`config.mk`:
```
export PLATFORM = sky130hd
export DESIGN_NAME = ram_dp_be_clear
export DESIGN_NICKNAME = d
export VERILOG_FILES = /design/src/rtl/ram_pkg.sv /design/src/rtl/ram_clear_ctrl.sv /design/src/rtl/ram_dp_be_clear.sv
export SDC_FILE = /design/constraint.sdc
export NUM_CORES = 1
export LEC_CHECK = 0
export ABC_AREA = 1
export CAP_MARGIN = 25
export CORE_MARGIN = 2
export CORE_UTILIZATION = 65
export DETAILED_ROUTE_END_ITERATION = 7
export GPL_TIMING_DRIVEN = 0
export HOLD_SLACK_MARGIN = 0.05
export PLACE_DENSITY_LB_ADDON = 0.3
export SLEW_MARGIN = 20
export SYNTH_ARGS = -nofsm -noshare
export SYNTH_HDL_FRONTEND = slang
export SYNTH_SLANG_ARGS = --single-unit
```
`constraint.sdc`:
```
create_clock -name clk -period 5.95 [get_ports clk]
set_input_delay 1.4875 -clock clk [delete_from_list [all_inputs] [get_ports clk]]
set_output_delay 1.4875 -clock clk [all_outputs]
set_load 0.03 [all_outputs]
```
`src/rtl/ram_pkg.sv`:
```
// Shared constants and state encoding for the byte-enable dual-port RAM
// with its hardware clear sequencer.
package ram_pkg;

  localparam int RDW_OLD = 0;
  localparam int RDW_NEW = 1;

  localparam int LATENCY_MIN = 1;
  localparam int LATENCY_MAX = 2;

  typedef enum logic {
    ST_CLEAR = 1'b0,
    ST_READY = 1'b1
  } clear_state_e;

  function automatic bit latency_ok(input int lat);
    return (lat >= LATENCY_MIN) && (lat <= LATENCY_MAX);
  endfunction

endpackage

```
`src/rtl/ram_clear_ctrl.sv`:
```
// Clear sequencer: sweeps every word with the clear value after reset and
// on request, and blocks the user ports while the sweep runs.
module ram_clear_ctrl
  import ram_pkg::*;
#(
  parameter int ADDRESS_WID = 4,
  parameter int ADDRESS_MAX = 16
) (
  input  logic                   clk,
  input  logic                   reset,
  input  logic                   clear_req,
  output logic                   clear_busy,
  output logic                   clear_we,
  output logic [ADDRESS_WID-1:0] clear_addr
);

  localparam logic [ADDRESS_WID-1:0] LAST_ADDR = ADDRESS_WID'(ADDRESS_MAX - 1);

  clear_state_e           state, state_next;
  logic [ADDRESS_WID-1:0] count, count_next;

  // NOTE: state registers use non-blocking assignments so every flop samples
  // the pre-edge value of every other flop, independent of process order.
  always_ff @(posedge clk) begin
    if (reset) begin
      state <= ST_CLEAR;
      count <= '0;
    end else begin
      state <= state_next;
      count <= count_next;
    end
  end

  // NOTE: every combinational output gets a default first, so no path leaves
  // it unassigned and no latch is inferred.
  always_comb begin
    state_next = state;
    count_next = '0;
    case (state)
      ST_CLEAR: begin
        if (count == LAST_ADDR) state_next = ST_READY;
        else                    count_next = count + ADDRESS_WID'(1);
      end
      ST_READY: begin
        if (clear_req) state_next = ST_CLEAR;
      end
      default: state_next = ST_CLEAR;
    endcase
  end

  // A reset arriving mid-sweep suppresses that cycle's write; the sweep restarts.
  always_comb begin
    clear_busy = (state == ST_CLEAR);
    clear_we   = clear_busy && !reset;
    clear_addr = count;
  end

endmodule

```
`src/rtl/ram_dp_be_clear.sv`:
```
// Simple dual-port RAM with per-byte write enables, 1- or 2-cycle read
// latency, selectable read-during-write result and a hardware clear sweep.
module ram_dp_be_clear
  import ram_pkg::*;
#(
  parameter int                  DATA_WID     = 16,
  parameter int                  BYTE_WID     = 8,
  parameter int                  ADDRESS_WID  = 4,
  parameter int                  ADDRESS_MAX  = 16,
  parameter int                  READ_LATENCY = 1,
  parameter int                  RDW_MODE     = RDW_OLD,
  parameter logic [DATA_WID-1:0] CLEAR_VALUE  = '0,
  localparam int                 NUM_BYTES    = DATA_WID / BYTE_WID
) (
  input  logic                   clk,
  input  logic                   reset,
  input  logic [ADDRESS_WID-1:0] address_write,
  input  logic [DATA_WID-1:0]    data_write,
  input  logic                   write_enable,
  input  logic [NUM_BYTES-1:0]   byte_enable,
  input  logic [ADDRESS_WID-1:0] address_read,
  input  logic                   read_enable,
  output logic [DATA_WID-1:0]    data_read,
  output logic                   read_valid,
  input  logic                   clear_req,
  output logic                   clear_busy,
  output logic                   addr_error
);

  localparam logic [ADDRESS_WID:0] ADDR_LIMIT = (ADDRESS_WID + 1)'(ADDRESS_MAX);
  // Unsupported latencies fall back to the single-stage pipeline.
  localparam bit TWO_STAGE    = latency_ok(READ_LATENCY) && (READ_LATENCY == LATENCY_MAX);
  localparam bit RDW_NEW_DATA = (RDW_MODE == RDW_NEW);

  logic [DATA_WID-1:0] mem [ADDRESS_MAX];

  logic                   clear_we;
  logic [ADDRESS_WID-1:0] clear_addr;

  ram_clear_ctrl #(
    .ADDRESS_WID (ADDRESS_WID),
    .ADDRESS_MAX (ADDRESS_MAX)
  ) u_clear_ctrl (
    .clk        (clk),
    .reset      (reset),
    .clear_req  (clear_req),
    .clear_busy (clear_busy),
    .clear_we   (clear_we),
    .clear_addr (clear_addr)
  );

  logic                ready;
  logic                wr_in_range, rd_in_range;
  logic                wr_accept, rd_accept, err_now;
  logic [DATA_WID-1:0] rd_word;

  always_comb begin
    ready       = !clear_busy && !reset;
    wr_in_range = ({1'b0, address_write} < ADDR_LIMIT);
    rd_in_range = ({1'b0, address_read}  < ADDR_LIMIT);
    wr_accept   = ready && write_enable && wr_in_range;
    rd_accept   = ready && read_enable;
    err_now     = ready && ((write_enable && !wr_in_range) || (read_enable && !rd_in_range));
    rd_word     = '0;
    if (rd_in_range) begin
      rd_word = mem[address_read];
      if (RDW_NEW_DATA && wr_accept && (address_write == address_read)) begin
        for (int i = 0; i < NUM_BYTES; i++) begin
          if (byte_enable[i]) rd_word[i*BYTE_WID +: BYTE_WID] = data_write[i*BYTE_WID +: BYTE_WID];
        end
      end
    end
  end

  // NOTE: the array has no reset; the clear sweep initialises it, which keeps
  // it mappable onto RAM macros.
  always_ff @(posedge clk) begin
    if (clear_we) begin
      mem[clear_addr] <= CLEAR_VALUE;
    end else if (wr_accept) begin
      for (int i = 0; i < NUM_BYTES; i++) begin
        if (byte_enable[i]) mem[address_write][i*BYTE_WID +: BYTE_WID] <= data_write[i*BYTE_WID +: BYTE_WID];
      end
    end
  end

  // Write errors travel with the read pipeline so errors from one cycle
  // always merge into a single pulse aligned with that cycle's read result.
  logic                pipe_valid, pipe_err;
  logic [DATA_WID-1:0] pipe_data;

  always_ff @(posedge clk) begin
    if (reset) begin
      pipe_valid <= 1'b0;
      pipe_err   <= 1'b0;
      pipe_data  <= '0;
    end else begin
      pipe_valid <= rd_accept;
      pipe_err   <= err_now;
      if (rd_accept) pipe_data <= rd_word;
    end
  end

  logic                out_valid_d, out_err_d;
  logic [DATA_WID-1:0] out_data_d;

  always_comb begin
    out_valid_d = TWO_STAGE ? pipe_valid : rd_accept;
    out_err_d   = TWO_STAGE ? pipe_err   : err_now;
    out_data_d  = TWO_STAGE ? pipe_data  : rd_word;
  end

  always_ff @(posedge clk) begin
    if (reset) begin
      read_valid <= 1'b0;
      addr_error <= 1'b0;
      data_read  <= '0;
    end else begin
      read_valid <= out_valid_d;
      addr_error <= out_err_d;
      if (out_valid_d) data_read <= out_data_d;
    end
  end

endmodule

```
==> flow_summary.toml, run 1 <==
[power_and_ir_drop]
p_clk_share_pct = 43.1
pwr-share-seq_pct = 51.3
swShare_pct = 21.1
power.net_switching_uw = 880
leakage_uw = 0.00622
p_int_uw = 3290
power_density_mw_per_mm2 = 301
ir_drop_mv = 0.319
combPwrFrac_pct = 5.5

[worst_hold_path]
hold_path_end = "u_clear_ctrl.clear_addr[0]"
hold_start = "u_clear_ctrl.clear_addr[0]"
hold_path_depth = 1
hold_path_class = "flip-flop to flip-flop"

[sta]
rsz0062_at_grt = "false"
hold_ws_ns = 0.504
fmax_mhz = 273
finalCritPeriodShare_pct = 61.5
setup_ws_ns = 2.29
worst_pin_slew_ns = 0.930
clock_skew_ns = 0.0119
setup-tns-final_ns = 0
setup_violations = 0
slew_violations = 0
hold_viol = 0
max-slew-margin-rel_pct = 37.8
min_period_ns = 3.66

[routing]
first_pass_iters = 7
antenna_left = 0
vias = 9140
vias_per_cell = 5.83
wl_per_cell_um = 19.6
dr.first_iter.drc_count = 1168
drt-total-wl_um = 30700
drc = 0

[placed_design]
placed_area_mm2 = 0.0129
place_ws_ns = 1.70
place_congestion = 0.920
port_buffers = 46
dpl.hpwl_um = 20500

[job]
cap_viol_max_count = 0

[finish]
n_antenna_cell = 0
drive_above_1_share_pct = 8.07
mostFrequentLayoutCell = "nand2_1"
fin_nets = 1351
layout_common_cells = "nand2_1 (466), edfxtp_1 (256), nand3_1 (178)"
stdcell_area_mm2 = 0.0139
fin_util_pct = 76.6
area_growth_pct = 14.6

[floorplanning]
boundaryPins = 50
core_area_mm2 = 0.0181
design.die.area_mm2 = 0.0197
start_util_pct = 66.8
rows = 49
die_w_um = 140
die_y_um = 140

[global_routing]
grt_pass1_wl_um = 47000
grt_pass1_vias = 8873
grt_usage_pct = 31.4
grt-ovfl-total = 0
grt_antenna_before_repair = 0
grt_max_degree = 17

[clock_network]
root_buffer = "clkbuf_16"
htree_levels = 1
clk_pin_slew_worst_paths_ns = 0.07
cts_setup_buffers = 0
insertion_delay_ns = 0.53
cts_buffer_depth = 3
cts_made_buffers = 27
cts.sinks = 278
hold_buffers = 0
tritoncts = "yes"
ctsResizeCount = 0

[outcome]
outcome = "complete, no violations"

[logic_synthesis]
synth-warning-count = 0
yosysSeqAreaShare_pct = 67.3
synth_top_area_share_pct = 63.6
muxShareOfSynthArea_pct = 0
synthTopCellsByArea = "edfxtp_1 (64%), nand2_1 (14%), nand3_1 (7.4%), inv_1 (5.4%), dfxtp_1 (3.6%)"
syn_area_mm2 = 0.0121
synth_xor_area_share_pct = 0.0725
ys_seq_elements = 278
synth_cell_types = 25
syn_nets = 1266
avgSynthCellArea_um2 = 9.79
synth_simple_gate_area_share_pct = 24.2
synthAdderAreaFrac_pct = 0.104
synth_top_family_by_area = "simple AND/OR/NAND/NOR gates"
synth_cells = 1234
synth-compound-area-share_pct = 0.518
yosys.area.top_type = "edfxtp_1"

[setup_path]
startpoint_type = "primary input"
worstReg2RegEnd = "mem[5][2]"
cp-end-kind = "flip-flop"
cp.required_ns = 6.10
cp_max_fo = 10
worstSetupPathType = "primary input to flip-flop"
timing.rr.start = "u_clear_ctrl.state"
r2r_cells = 8
r2r_slack_ns = 3.41
cp.arrival_ns = 3.81
## cell families after synthesis
family / count (synthesis)
flip-flops: 278
AND/OR/NAND/NOR: 708
AO/OA/AOI/OAI: 8
adder cells (fa/ha/maj): 1
other: 1
XOR/XNOR: 1
buffers and inverters: 237
## how the worst max path moves through the flow
stage	start	end	slack, ns	depth (start not counted)
5_1_grt	reset	mem[2][12]	2.19	11
6_report	reset	mem[5][2]	2.29	11
2_1_floorplan	reset	mem[5][10]	2.91	9
3_3_place_gp	reset	mem[0][10]	1.79	8
3_5_place_dp	reset	mem[0][3]	1.70	11
4_1_cts	reset	mem[0][0]	2.23	11
## synth_stat cells (all sizes together)
| cell type | n |
|---|---|
| nand2 | 467 |
| edfxtp | 256 |
| nand3 | 179 |
| inv | 176 |
| nor2 | 60 |
| buf | 42 |
| dfxtp | 22 |
| clkbuf | 18 |
| o21ai | 5 |
| nand4 | 2 |
| a21oi | 1 |
| clkinv | 1 |
| conb | 1 |
| ha | 1 |
| o21bai | 1 |
| o22ai | 1 |
| xnor2 | 1 |
## metal layers
layer | vias up | part of all wire (%) | track usage, %
met3 | 124 | 11 | 5.50
met5 | - | 0 | 0
met4 | 0 | 4.2 | 13.2
li1 | 4131 | - | -
met2 | 638 | 49 | 53.3
met1 | 4247 | 36 | 40.4
## sequential cells by signal, indices dropped and copies added, names as in the netlist
name                     cells
data_read                   16
u_clear_ctrl.state           1
mem                        256
read_valid                   1
u_clear_ctrl.clear_addr      4
## power by group through the flow
| stage | clock network (µW) | registers [µW] | logic [µW] |
|---|---|---|---|
| 3_3_place_gp | 0 | 2180 | 210 |
| 5_1_grt | 1860 | 2140 | 246 |
| 6_report | 1800 | 2140 | 231 |
| 3_5_place_dp | 0 | 2180 | 218 |
| 2_1_floorplan | 0 | 2180 | 135 |
| 4_1_cts | 1780 | 2140 | 222 |
## critical path, stage by stage
cell             delay (ns)
clkdlybuf4s50_1        0.50
inv_2                  0.05
buf_6                  0.14
nand4_2                0.09
nand2_2                0.10
buf_6                  0.16
nand2_1                0.07
o21ai_2                0.07
nor2_2                 0.26
nand2_1                0.16
nor2_1                 0.71
## area by class of cell
| cell class | count | area (µm²) |
|---|---|---|
| inverter | 177 | 664 |
| timing repair buffer | 56 | 539 |
| multi-input combinational | 719 | 3030 |
| buffer | 60 | 283 |
| tap | 229 | 287 |
| fill | 1089 | 4240 |
| clock buffer | 32 | 694 |
| clock inverter | 17 | 230 |
| sequential | 278 | 8130 |
## through the flow
stage | std cells | power, µW
floorplan | 1234 | 2320
global placement | 1509 | 2390
detailed placement | 1515 | 2400
CTS | 1564 | 4150
global route | 1568 | 4250
finish | 1568 | 4170
Power figures use the tool's default switching activity.
==> run 2: changes to the inputs <==
Settings changed: CORE_UTILIZATION 65 to 55.
Clock period 5.95 ns to 3.1 ns, I/O delays scaled along.
==> run 2 against run 1 <==
  * Core utilization fell by 13 points
  * Clock skew is 0.0096 ns higher
  * Sequential share of layout area fell by 0.13 points
  * Final cell count is 3.3% higher
  * Non-clock buffer count up 1
  * Power is 88% higher
  * Sequential cell count unchanged
  * Largest cell class unchanged
==> flow_summary.toml, run 2 (same netlist as run 1, synthesis figures left out) <==
[outcome]
outcome = "complete, no violations"

[routing]
dr.first_iter.drc_count = 877
first_pass_iters = 5
drc = 0
vias = 8675
antenna_left = 0
drt-total-wl_um = 28500
vias_per_cell = 5.36
wl_per_cell_um = 17.6

[clock_network]
insertion_delay_ns = 0.54
clk_pin_slew_worst_paths_ns = 0.07
hold_buffers = 0
cts_setup_buffers = 0
cts.sinks = 278
htree_levels = 1
ctsResizeCount = 0
cts_made_buffers = 26
root_buffer = "clkbuf_16"
cts_buffer_depth = 3
tritoncts = "yes"

[floorplanning]
core_area_mm2 = 0.0217
die_y_um = 152
die_w_um = 152
rows = 54
design.die.area_mm2 = 0.0232
boundaryPins = 50
start_util_pct = 55.7

[sta]
setup_ws_ns = 0.147
min_period_ns = 2.95
clock_skew_ns = 0.0215
setup-tns-final_ns = 0
hold_ws_ns = 0.496
finalCritPeriodShare_pct = 95.3
slew_violations = 0
setup_violations = 0
worst_pin_slew_ns = 1.02
max-slew-margin-rel_pct = 31.9
fmax_mhz = 339
hold_viol = 0
rsz0062_at_grt = "false"

[placed_design]
dpl.hpwl_um = 20100
dp.cells = 1568
place_congestion = 0.909
place_ws_ns = -0.378
port_buffers = 46

[job]
cap_viol_max_count = 0

[setup_path]
cp.arrival_ns = 3.10
r2r_slack_ns = 0.50
worstSetupPathType = "primary input to flip-flop"
cp.required_ns = 3.25
cp-endpoint = "mem[0][7]"
worstPathCellList = "clkdlybuf4s50_1 > inv_2 > buf_6 > nand4_2 > nand2_2 > inv_2 > nand2_1 > nand2_1 > nor2_2 > nand2_1 > nor2_1"
startpoint = "reset"
max_stage_delay_ns = 0.76
cpMostUsedCell = "nand2_1"
worstReg2RegEnd = "mem[0][7]"
timing.rr.start = "u_clear_ctrl.state"
cp-end-kind = "flip-flop"
cp_max_fo = 10
startpoint_type = "primary input"
r2r_cells = 8
critical-path-slowest-cell = "nor2_1"

[finish]
n_antenna_cell = 0
layout_common_cells = "nand2_1 (466), edfxtp_1 (256), nand3_1 (178)"
drive_above_1_share_pct = 8.14
area_growth_pct = 14.9
instances_no_fill = 1619
fin_nets = 1351
mostFrequentLayoutCell = "nand2_1"
largest_reg_flops = 256
top_register = "mem"

[power_and_ir_drop]
power_density_mw_per_mm2 = 566
leakage_uw = 0.00622
ir_drop_mv = 0.439
fin_total_pwr_uw = 7860

[worst_hold_path]
hold_path_class = "flip-flop to flip-flop"

[global_routing]
grt-ovfl-total = 0
grt_pass1_wl_um = 44000
grt_pass1_vias = 8105
grt_max_degree = 17
grt_usage_pct = 24.5
grt_antenna_before_repair = 0
## run 2: report_power, final
| part | leakage [µW] | total (µW) | internal, µW | switching (µW) |
|---|---|---|---|---|
| sequential | 0.00265 | 4110 | 4090 | 15.1 |
| clock | 0.000440 | 3320 | 1980 | 1350 |
| combinational | 0.00313 | 431 | 132 | 299 |
| total | 0.00622 | 7860 | 6200 | 1660 |
## run 2: metal layers
| layer | vias to the layer above | GRT usage [%] | routed length (µm) |
|---|---|---|---|
| met4 | 0 | 9.48 | 997 |
| met1 | 4032 | 33.0 | 11500 |
| met2 | 439 | 40.4 | 13600 |
| met3 | 77 | 4.04 | 2480 |
| met5 | - | 0 | 0 |
| li1 | 4127 | - | - |
## run 2: critical path: cells and delay by family
family,cells,cell delay (ns)
buf+inv,4,0.78
simple gates,7,1.54
## run 2: layout make-up
type / instances / area (µm²)
Clock inverter: 13 / 170
Inverter: 177 / 664
Fill cell: 1624 / 7810
Multi-Input combinational cell: 719 / 3020
Tap cell: 280 / 350
Sequential cell: 278 / 8130
Clock buffer: 35 / 726
Buffer: 60 / 283
Timing Repair Buffer: 57 / 543
## run 2: worst min-delay path by stage
stage / startpoint / to / slack, ns / cells past startpoint
floorplan: u_clear_ctrl.clear_addr[0] / u_clear_ctrl.clear_addr[0] / 0.45 / 1
global placement: u_clear_ctrl.clear_addr[0] / u_clear_ctrl.clear_addr[0] / 0.47 / 1
detailed placement: u_clear_ctrl.clear_addr[0] / u_clear_ctrl.clear_addr[0] / 0.48 / 1
CTS: u_clear_ctrl.clear_addr[0] / u_clear_ctrl.clear_addr[0] / 0.50 / 1
global route: u_clear_ctrl.clear_addr[0] / u_clear_ctrl.clear_addr[0] / 0.54 / 1
finish: u_clear_ctrl.clear_addr[0] / u_clear_ctrl.clear_addr[0] / 0.50 / 1
## run 2: metrics by stage
stage	util (%)	instance area, µm²
6_report	64.0	13900
5_1_grt	64.0	13900
4_1_cts	63.9	13900
3_5_place_dp	59.7	13000
3_3_place_gp	59.4	12900
2_1_floorplan	-	12100
==> run 3: changes to the inputs <==
Settings changed: CORE_MARGIN 2 to default.
==> run 3 against run 2 <==
  * Via count up 0.36%
  * Core utilization is 1.4 points higher
  * Sequential power is essentially flat
  * Fmax grew 1.4%
  * Sequential share of layout area down 0.19 points
  * Hold slack improved by 0.0026 ns
  * Register-to-register slack improved by 0.05 ns
  * Largest cell class unchanged
  * Largest power group unchanged
==> flow_summary.toml, run 3 (same netlist as run 1, synthesis figures left out) <==
[finish]
fin_nets = 1351
largest_reg_flops = 256
final-seq-area_mm2 = 0.00813
fin_util_pct = 65.4
area_growth_pct = 15.3
drive_above_1_share_pct = 8.58
multiInputGateArea_mm2 = 0.00303
fillCellCount = 1580
n_antenna_cell = 0
layout_common_cells = "nand2_1 (466), edfxtp_1 (256), nand3_1 (178)"
top_register = "mem"
instances_no_fill = 1616
mostFrequentLayoutCell = "nand2_1"

[worst_hold_path]
hold_path_class = "flip-flop to flip-flop"
hold_start = "u_clear_ctrl.clear_addr[0]"
hold_path_end = "u_clear_ctrl.clear_addr[0]"
hold_path_depth = 1

[floorplanning]
core_area_mm2 = 0.0213
boundaryPins = 50
start_util_pct = 56.8
die_w_um = 150
design.die.area_mm2 = 0.0226
die_y_um = 150
rows = 53

[setup_path]
cp.required_ns = 3.26
max_stage_delay_ns = 0.77
worstPathCellList = "clkdlybuf4s50_1 > inv_2 > buf_6 > nand4_2 > nand2_2 > buf_6 > nand2_1 > o21ai_2 > nor2_2 > nand2_1 > nor2_1"
startpoint_type = "primary input"
r2r_cells = 7
worstSetupPathType = "primary input to flip-flop"
critical-path-slowest-cell = "nor2_1"
r2r_slack_ns = 0.55
cp_max_fo = 10
timing.rr.start = "u_clear_ctrl.state"
cp-end-kind = "flip-flop"
worstReg2RegEnd = "mem[3][2]"
cp.arrival_ns = 3.07

[sta]
fmax_mhz = 343
rsz0062_at_grt = "false"
hold_viol = 0
finalCritPeriodShare_pct = 93.9
min_period_ns = 2.91
worst_pin_slew_ns = 0.992
setup_ws_ns = 0.188
setup_violations = 0
hold_ws_ns = 0.499
clock_skew_ns = 0.00949
slew_violations = 0
max-slew-margin-rel_pct = 33.6

[routing]
vias = 8706
antenna_left = 0
route.met3.wl_um = 2620
wl_met1_um = 11200
top_layer_used = "met4"
dr.first_iter.drc_count = 910
drc = 0
wl_per_cell_um = 17.9
wl_met2_um = 14400
drt-total-wl_um = 29000
first_pass_iters = 8
vias_per_cell = 5.39

[global_routing]
grt-ovfl-total = 0
grt_pass1_vias = 8053
grt_usage_pct = 26.4
grt_pass1_wl_um = 43700
grt_max_degree = 17
grt_antenna_before_repair = 0

[clock_network]
clk_pin_slew_worst_paths_ns = 0.06
cts_setup_buffers = 0
cts_made_buffers = 28
tritoncts = "yes"
insertion_delay_ns = 0.54
cts.sinks = 278
hold_buffers = 0
cts_buffer_depth = 3
htree_levels = 1
root_buffer = "clkbuf_16"

[placed_design]
port_buffers = 46
place_ws_ns = -0.432
dp.cells = 1559
dpl.hpwl_um = 19800
place_congestion = 0.883

[job]
cap_viol_max_count = 0

[power_and_ir_drop]
power_density_mw_per_mm2 = 574
ir_drop_mv = 0.406
leakage_uw = 0.00623

[outcome]
outcome = "complete, no violations"
[run 3: cell types whose count changed in the layout (fill, tap and decap cells not counted), sizes merged]
| cell | before | now |
|---|---|---|
| clkinvlp | 1 | 2 |
| clkbuf | 53 | 57 |
| bufinv | 4 | 3 |
| buf | 53 | 51 |
[run 3: power breakdown]
group	leakage, µW	switching, µW	internal [µW]	total [µW]
Clock	0.000463	1390	2050	3450
Combinational	0.00311	303	134	437
Sequential	0.00265	15.5	4090	4110
[run 3: critical path, delay by kind of cell]
kind	cells	cell delay [ns]
AOI/OAI and AO/OA	1	0.07
and+or+nand+nor	6	1.39
buffers and inverters	4	0.85
[run 3: layout make-up]
class	instances	area share (%)
Buffer	60	2.03
Tap cell	275	2.47
Clock inverter	13	1.05
Multi-Input combinational cell	719	21.8
Inverter	177	4.77
Sequential cell	278	58.4
Clock buffer	39	5.77
Timing Repair Buffer	55	3.79
[run 3: layer usage]
layer / GRT usage, % / vias up
met5: 0 / -
met4: 8.84 / 0
met3: 3.94 / 78
met2: 45.7 / 449
met1: 34.2 / 4050
li1: - / 4129
[run 3: repair_timing]
| item | in CTS | in global routing |
|---|---|---|
| hold endpoints to repair | 0 | 0 |
| resized for setup | 0 | 1 |
| setup endpoints to repair | 0 | 8 |
[run 3: worst max path at each step]
| stage | to | cells past startpoint | slack, ns | from |
|---|---|---|---|---|
| finish | mem[3][2] | 11 | 0.19 | reset |
| global route | mem[4][2] | 11 | 0.04 | reset |
| CTS | mem[0][6] | 11 | 0.11 | reset |
| detailed placement | mem[0][5] | 11 | -0.43 | reset |
| global placement | mem[0][6] | 8 | -0.32 | reset |
| floorplan | mem[5][10] | 9 | 0.77 | reset |
[run 3: stage by stage]
stage                     total power [µW]  area (µm²)  TNS [ns]
after CTS                             7990       13900         0
final                                 7990       13900         0
after global placement                4600       12900    -72.48
after detailed placement              4610       12900    -75.92
after floorplan                       4440       12100         0
after global routing                  8170       13900         0
